$ cat src/rtl/riscv_clk_pkg.sv
// Shared types and constants for the multi-channel clock divider.
//   clk_cfg_t     : per-channel configuration payload {div, en}
//   DIV_W_DEF     : divisor field width of the payload
//   DEFAULT_DIV_C : half-period divisor applied on reset
package riscv_clk_pkg;

   localparam int unsigned DIV_W_DEF     = 8;
   localparam int unsigned DEFAULT_DIV_C = 3;

   typedef struct packed {
      logic [DIV_W_DEF-1:0] div;
      logic                 en;
   } clk_cfg_t;

endpackage : riscv_clk_pkg

$ cat src/rtl/riscv_clk_div_multi_if.sv
// Config write port between the CSR/MMIO block (master) and the divider (slave).
//   cfg_we_i  : single-cycle write strobe
//   cfg_ch_i  : target channel index
//   cfg_div_i : new half-period divisor
//   cfg_en_i  : new channel enable
//   cfg_err_o : registered one-cycle pulse on an out-of-range channel index
interface riscv_clk_div_multi_if #(
   parameter int unsigned NCH   = 4,
   parameter int unsigned DIV_W = riscv_clk_pkg::DIV_W_DEF
) ();

   localparam int unsigned CH_W = (NCH > 1) ? $clog2(NCH) : 1;

   logic             cfg_we_i;
   logic [CH_W-1:0]  cfg_ch_i;
   logic [DIV_W-1:0] cfg_div_i;
   logic             cfg_en_i;
   logic             cfg_err_o;

   modport master (
      output cfg_we_i, cfg_ch_i, cfg_div_i, cfg_en_i,
      input  cfg_err_o
   );

   modport slave (
      input  cfg_we_i, cfg_ch_i, cfg_div_i, cfg_en_i,
      output cfg_err_o
   );

endinterface : riscv_clk_div_multi_if

$ cat src/rtl/riscv_clk_div_ch.sv
// One divider channel: half-period counter, output clock and rise flops,
// active and pending configuration registers.
//   clk_i, x_reset : source clock, async active-low reset
//   load_i         : capture cfg_div_i/cfg_en_i into the pending register
//   clk_o          : divided clock (registered)
//   rise_o         : high in the cycle clk_o went 0->1 (registered)
//   pending_o      : a captured config has not been applied yet
module riscv_clk_div_ch
   import riscv_clk_pkg::*;
#(
   parameter int unsigned DIV_W       = DIV_W_DEF,
   parameter int unsigned DEFAULT_DIV = DEFAULT_DIV_C
) (
   input  logic             clk_i,
   input  logic             x_reset,
   input  logic             load_i,
   input  logic [DIV_W-1:0] cfg_div_i,
   input  logic             cfg_en_i,
   output logic             clk_o,
   output logic             rise_o,
   output logic             pending_o
);

   localparam clk_cfg_t RST_CFG = '{div: DIV_W_DEF'(DEFAULT_DIV), en: 1'b1};

   clk_cfg_t         act_q, act_d;
   clk_cfg_t         pend_q, pend_d;
   logic             pend_vld_q, pend_vld_d;
   logic [DIV_W-1:0] cnt_q, cnt_d;
   logic             clk_q, clk_d;
   logic             rise_q, rise_d;

   // Next-state: count, toggle, and apply pending config only at 0->1 or while parked
   always_comb begin
      act_d      = act_q;
      pend_d     = pend_q;
      pend_vld_d = pend_vld_q;
      cnt_d      = cnt_q;
      clk_d      = clk_q;
      rise_d     = 1'b0;

      if (!act_q.en) begin
         // Parked high; nothing to wait for, so a pending config lands right away
         cnt_d = '0;
         clk_d = 1'b1;
         if (pend_vld_q) begin
            act_d      = pend_q;
            pend_vld_d = 1'b0;
         end
      end else if (cnt_q == DIV_W'(act_q.div)) begin
         cnt_d = '0;
         clk_d = ~clk_q;
         if (!clk_q) begin
            rise_d = 1'b1;
            if (pend_vld_q) begin
               act_d      = pend_q;
               pend_vld_d = 1'b0;
            end
         end
      end else begin
         cnt_d = cnt_q + DIV_W'(1);
      end

      // A write in a boundary cycle lands after the old pending value was consumed
      if (load_i) begin
         pend_d.div = DIV_W_DEF'(cfg_div_i);
         pend_d.en  = cfg_en_i;
         pend_vld_d = 1'b1;
      end
   end

   // State registers
   always_ff @(posedge clk_i or negedge x_reset) begin
      if (!x_reset) begin
         act_q      <= RST_CFG;
         pend_q     <= RST_CFG;
         pend_vld_q <= 1'b0;
         cnt_q      <= '0;
         clk_q      <= 1'b1;
         rise_q     <= 1'b0;
      end else begin
         act_q      <= act_d;
         pend_q     <= pend_d;
         pend_vld_q <= pend_vld_d;
         cnt_q      <= cnt_d;
         clk_q      <= clk_d;
         rise_q     <= rise_d;
      end
   end

   assign clk_o     = clk_q;
   assign rise_o    = rise_q;
   assign pending_o = pend_vld_q;

endmodule : riscv_clk_div_ch

$ cat src/rtl/riscv_clk_div_multi.sv
// Multi-channel run-time-programmable clock divider.
//   clk_i, x_reset : source clock, async active-low reset
//   cfg            : config write port (slave side)
//   pending_o      : per-channel unapplied-config flag
//   clk_o          : per-channel divided clock
//   rise_o         : per-channel 0->1 pulse
module riscv_clk_div_multi
   import riscv_clk_pkg::*;
#(
   parameter int unsigned NCH         = 4,
   parameter int unsigned DIV_W       = DIV_W_DEF,
   parameter int unsigned DEFAULT_DIV = DEFAULT_DIV_C
) (
   input  logic                  clk_i,
   input  logic                  x_reset,
   riscv_clk_div_multi_if.slave  cfg,
   output logic [NCH-1:0]        pending_o,
   output logic [NCH-1:0]        clk_o,
   output logic [NCH-1:0]        rise_o
);

   localparam int unsigned CH_W = (NCH > 1) ? $clog2(NCH) : 1;

   logic [NCH-1:0] load_c;
   logic           ch_oob_c;
   logic           err_q;

   assign ch_oob_c = (32'(cfg.cfg_ch_i) >= NCH);

   // Error pulse for writes addressed past the last channel
   always_ff @(posedge clk_i or negedge x_reset) begin
      if (!x_reset) begin
         err_q <= 1'b0;
      end else begin
         err_q <= cfg.cfg_we_i && ch_oob_c;
      end
   end

   assign cfg.cfg_err_o = err_q;

   for (genvar i = 0; i < NCH; i++) begin : g_ch
      assign load_c[i] = cfg.cfg_we_i && (cfg.cfg_ch_i == CH_W'(i));

      riscv_clk_div_ch #(
         .DIV_W       (DIV_W),
         .DEFAULT_DIV (DEFAULT_DIV)
      ) u_ch (
         .clk_i     (clk_i),
         .x_reset   (x_reset),
         .load_i    (load_c[i]),
         .cfg_div_i (cfg.cfg_div_i),
         .cfg_en_i  (cfg.cfg_en_i),
         .clk_o     (clk_o[i]),
         .rise_o    (rise_o[i]),
         .pending_o (pending_o[i])
      );
   end

endmodule : riscv_clk_div_multi

$ cat src/flat_wrapper.sv
// flat-port wrapper written by rule: the top's interface ports become plain ports
module riscv_clk_div_multi_flat import riscv_clk_pkg::*;
#(
   parameter int unsigned NCH         = 4,
   parameter int unsigned DIV_W       = DIV_W_DEF,
   parameter int unsigned DEFAULT_DIV = DEFAULT_DIV_C
)
  (clk_i, x_reset, pending_o, clk_o, rise_o, cfg_cfg_we_i, cfg_cfg_ch_i, cfg_cfg_div_i, cfg_cfg_en_i, cfg_cfg_err_o);
  riscv_clk_div_multi_if #(.NCH(NCH), .DIV_W(DIV_W)) cfg_i ();
  input  logic clk_i;
  input  logic x_reset;
  output logic [NCH-1:0] pending_o;
  output logic [NCH-1:0] clk_o;
  output logic [NCH-1:0] rise_o;
  input wire logic [$bits(cfg_i.cfg_we_i)-1:0] cfg_cfg_we_i;
  input wire logic [$bits(cfg_i.cfg_ch_i)-1:0] cfg_cfg_ch_i;
  input wire logic [$bits(cfg_i.cfg_div_i)-1:0] cfg_cfg_div_i;
  input wire logic [$bits(cfg_i.cfg_en_i)-1:0] cfg_cfg_en_i;
  output wire logic [$bits(cfg_i.cfg_err_o)-1:0] cfg_cfg_err_o;
  assign cfg_i.cfg_we_i = cfg_cfg_we_i;
  assign cfg_i.cfg_ch_i = cfg_cfg_ch_i;
  assign cfg_i.cfg_div_i = cfg_cfg_div_i;
  assign cfg_i.cfg_en_i = cfg_cfg_en_i;
  assign cfg_cfg_err_o = cfg_i.cfg_err_o;
  riscv_clk_div_multi #(.NCH(NCH), .DIV_W(DIV_W), .DEFAULT_DIV(DEFAULT_DIV)) u_core (.clk_i(clk_i), .x_reset(x_reset), .cfg(cfg_i), .pending_o(pending_o), .clk_o(clk_o), .rise_o(rise_o));
endmodule
$ cat config.mk
export PLATFORM = sky130hd
export DESIGN_NAME = riscv_clk_div_multi_flat
export DESIGN_NICKNAME = d
export VERILOG_FILES = /design/src/rtl/riscv_clk_pkg.sv /design/src/rtl/riscv_clk_div_multi_if.sv /design/src/rtl/riscv_clk_div_ch.sv /design/src/rtl/riscv_clk_div_multi.sv /design/src/flat_wrapper.sv
export SDC_FILE = /design/constraint.sdc
export NUM_CORES = 1
export LEC_CHECK = 0
export CAP_MARGIN = 20
export CORE_MARGIN = 2
export CORE_UTILIZATION = 25
export CTS_BUF_LIST = sky130_fd_sc_hd__clkbuf_2
export CTS_CLUSTER_DIAMETER = 50
export DETAILED_ROUTE_END_ITERATION = 8
export HOLD_SLACK_MARGIN = 0.12
export PLACE_DENSITY_LB_ADDON = 0.12
export SLEW_MARGIN = 25
export SYNTH_ARGS = -nofsm -noshare
export SYNTH_HDL_FRONTEND = slang
export SYNTH_SLANG_ARGS = --single-unit
export TNS_END_PERCENT = 100
$ cat constraint.sdc
create_clock -name clk_i -period 1.6 [get_ports clk_i]
set_input_delay 0.4 -clock clk_i [delete_from_list [all_inputs] [get_ports clk_i]]
set_output_delay 0.4 -clock clk_i [all_outputs]
set_load 0.01 [all_outputs]
==> impl_metrics.tcl <==
set metrics [dict create \
    status "complete, but fails checks" \
    violations "negative setup slack" \
    period_share_pct 109 \
    cts_made_buffers 17 \
    synth_edf_count 0 \
    grt_pass1_wl_um 25900 \
    start_util_pct 25.5 \
    synth_area_leaders "dfrtp_1 37%, dfstp_2 12%, mux2_2 6.8%" \
    yosys-top-cells-count "88 x dfrtp_1, 51 x nand3_1, 36 x mux2_2, 36 x nor2_1, 36 x xnor2_1" \
    regArea_sq_um 2940 \
    r2r_start "u_core.g_ch[2].u_ch.act_q[1]$_DFFE_PN1P_" \
    cp_slowest_cell "dfstp_2" \
    syn-instance-count 563 \
    insertion_delay_ps 660 \
    synth-seq-cells 116 \
    drv_cap 0 \
    placed_cell_area_sq_um 7080 \
    io_pins 27 \
    r2r_setup_slack_ps -20 \
    yosysMostFrequentCell "dfrtp_1" \
    antenna_found_initial 1 \
    first_global_vias 4904 \
    finalHoldViolations 0 \
    path_buf_inv 1 \
    yosysTopAreaCellShare_pct 36.7 \
    stdcell_area_sq_um 7780 \
    grt_max_degree 43 \
    crit_fanout 2 \
    synth-seq-area-share_pct 49.0 \
    critPathMaxStageDelay_ps 580 \
    die_w_um 159 \
    yosysWarnings 0 \
    gp_congestion 0.779 \
    crit_required_ps 1200 \
    syn_area_per_cell_sq_um 10.6 \
    ys_types 35 \
    dp_hpwl_um 11200 \
    vias 4758 \
    routed_wl_um 15600 \
    synth_top_cell_by_area "dfrtp_1" \
    wl_per_cell_um 15.8 \
    start_kind "flip-flop" \
    max_freq_ghz 0.571 \
    fin_ws_ps -150 \
    cts.path.max_buffers 2 \
    slew_headroom_pct 58.5 \
    cts.sinks 116 \
    worstSetupPathType "reg2out" \
    vias_per_cell 4.83 \
    fin_util_pct 33.2 \
    die_area_sq_um 25200 \
    fin_worst_skew_ps 31.7 \
    area_growth_pct 29.9 \
    root_buffer "clkbuf_2" \
    multi_input_area_sq_um 3040 \
    syn_nets 581 \
    drive_gt1_share_pct 37.1 \
    portBuffers 25 \
    p_per_area_nw_per_um2 1220 \
    drv_slew 0 \
    grt_overflow 0 \
    worstMarginPinSlew_ps 621 \
    endpoint_kind "output port" \
    layout.nets 672 \
    cp-endpoint "clk_o[1]" \
    dr.pass1.iters 5 \
    crit_start "u_core.g_ch[1].u_ch.clk_o$_DFFE_PN1P_" \
    reg2regPathDepth 6 \
    clkTransAtPathRegs_ps 200 \
    h-tree-depth 4 \
    fill_cells 2381 \
    finalCriticalPeriod_ps 1750 \
    cts_tree "yes" \
    syn_area_sq_um 5990 \
    coreArea_sq_um 23500 \
    reg2reg_to "u_core.g_ch[2].u_ch.clk_o$_DFFE_PN1P_" \
    hp-class "in2async" \
    peakVddDrop_uv 611 \
    cp_top_family "flip-flops" \
    drt_iter0_markers 223 \
    synth_ff_type "dfrtp_1" \
    grt_use_total_pct 12.8 \
    setup_viol 11 \
    p_leak_uw 0.00308 \
    rows 56 \
    cp.depth 1 \
    ant_nets 0 \
    die_h_um 159 \
    async_flop_share_pct 100 \
    worstPathArrival_ps 1350 \
    crit_chain "buf_6" \
    drc 0 \
    rsz0062_at_grt "true" \
]
-- per-stage QoR --
stage          cells  hold slack [ps]  total power (uW)  TNS (ps)  worst slack (ps)
6_report         986              227              9530      -569              -150
5_1_grt          986              130             10200     -4970              -316
4_1_cts          980              153              9230     -1660              -258
3_5_place_dp     940              365              6690     -3840              -187
3_3_place_gp     940              362              6610     -3410              -165
2_1_floorplan    563              104              5680         0               135
-- state kept, by name, indices dropped and copies added, names as in the netlist --
register                    flops
u_core.g_ch.u_ch.act_q         36
u_core.g_ch.u_ch.pend_q        36
u_core.g_ch.u_ch.cnt_q         32
u_core.g_ch.u_ch.clk_o          4
u_core.g_ch.u_ch.pending_o      4
u_core.g_ch.u_ch.rise_o         4
-- placed cells by master (no fill, tap or decap), drive strengths merged, types with 8 or more instances in the layout --
master,Yosys,routed
mux2,36,36
buf,34,107
xor2,17,17
o21ai,14,14
xnor2,39,39
inv,9,9
clkdlybuf4s50,0,12
o211ai,32,32
clkbuf,14,18
dfstp,28,28
a221oi,32,32
dfrtp,88,88
nor2,36,36
nor2b,29,29
nand4,36,36
and3,14,14
nand3,51,51
nand2,11,11
and4,8,8
-- where the power goes --
| group | internal, uW | switching, uW |
|---|---|---|
| Clock | 1310 | 1120 |
| Sequential | 3550 | 566 |
| Combinational | 1600 | 1380 |
-- area by class of cell --
type	count	area share, %
multi-input cells	390	39.1
flip-flops and latches	116	37.7
repair buffers	120	13.7
well taps	319	5.13
clock inverters	13	2.73
clock buffers	18	1.16
inverters	9	0.434
diodes	1	0.0321
-- logic make-up (layout without fill, tap and decap cells) --
family | count (synthesis) | count (layout) | synth area share [%]
multiplexers | 39 | 39 | 7.27
flip-flops | 116 | 116 | 49.0
buffers and inverters | 57 | 160 | 4.68
XOR/XNOR | 56 | 56 | 8.56
adder cells (fa/ha/maj) | 4 | 4 | 0.835
AND/OR/NAND/NOR | 210 | 210 | 19.5
AO/OA/AOI/OAI | 80 | 80 | 10.1
other | 1 | 2 | 0.0626
-- repair_timing --
action | CTS | global route
pin swaps | 9 | 45
resized for setup | 58 | 70
hold endpoints to repair | 96 | 0
hold buffers | 1 | 0
endpoints found under the setup margin | 32 | 73
setup buffers | 8 | 5
-- worst min-delay path by stage --
| stage | endpoint | cells after the start | slack, ps |
|---|---|---|---|
| after floorplan | u_core.g_ch[0].u_ch.act_q[3]$_DFFE_PN0P_ | 0 | 100 |
| after detailed placement | u_core.g_ch[2].u_ch.rise_o$_DFF_PN0_ | 1 | 360 |
| after global placement | u_core.g_ch[2].u_ch.act_q[6]$_DFFE_PN0P_ | 1 | 360 |
| final | u_core.g_ch[2].u_ch.act_q[7]$_DFFE_PN0P_ | 2 | 230 |
| after global routing | u_core.g_ch[2].u_ch.act_q[7]$_DFFE_PN0P_ | 2 | 130 |
| after CTS | u_core.g_ch[2].u_ch.act_q[7]$_DFFE_PN0P_ | 2 | 150 |
-- per-layer routing --
layer | up-vias | share of wire, % | track usage, %
met1 | 2390 | 47 | 16.8
met2 | 101 | 48 | 20.7
met5 | - | 0 | 0
met4 | 0 | 1.3 | 3.75
met3 | 14 | 3.2 | 3.21
li1 | 2253 | - | -
No activity file was read; power rests on OpenSTA's default activity.
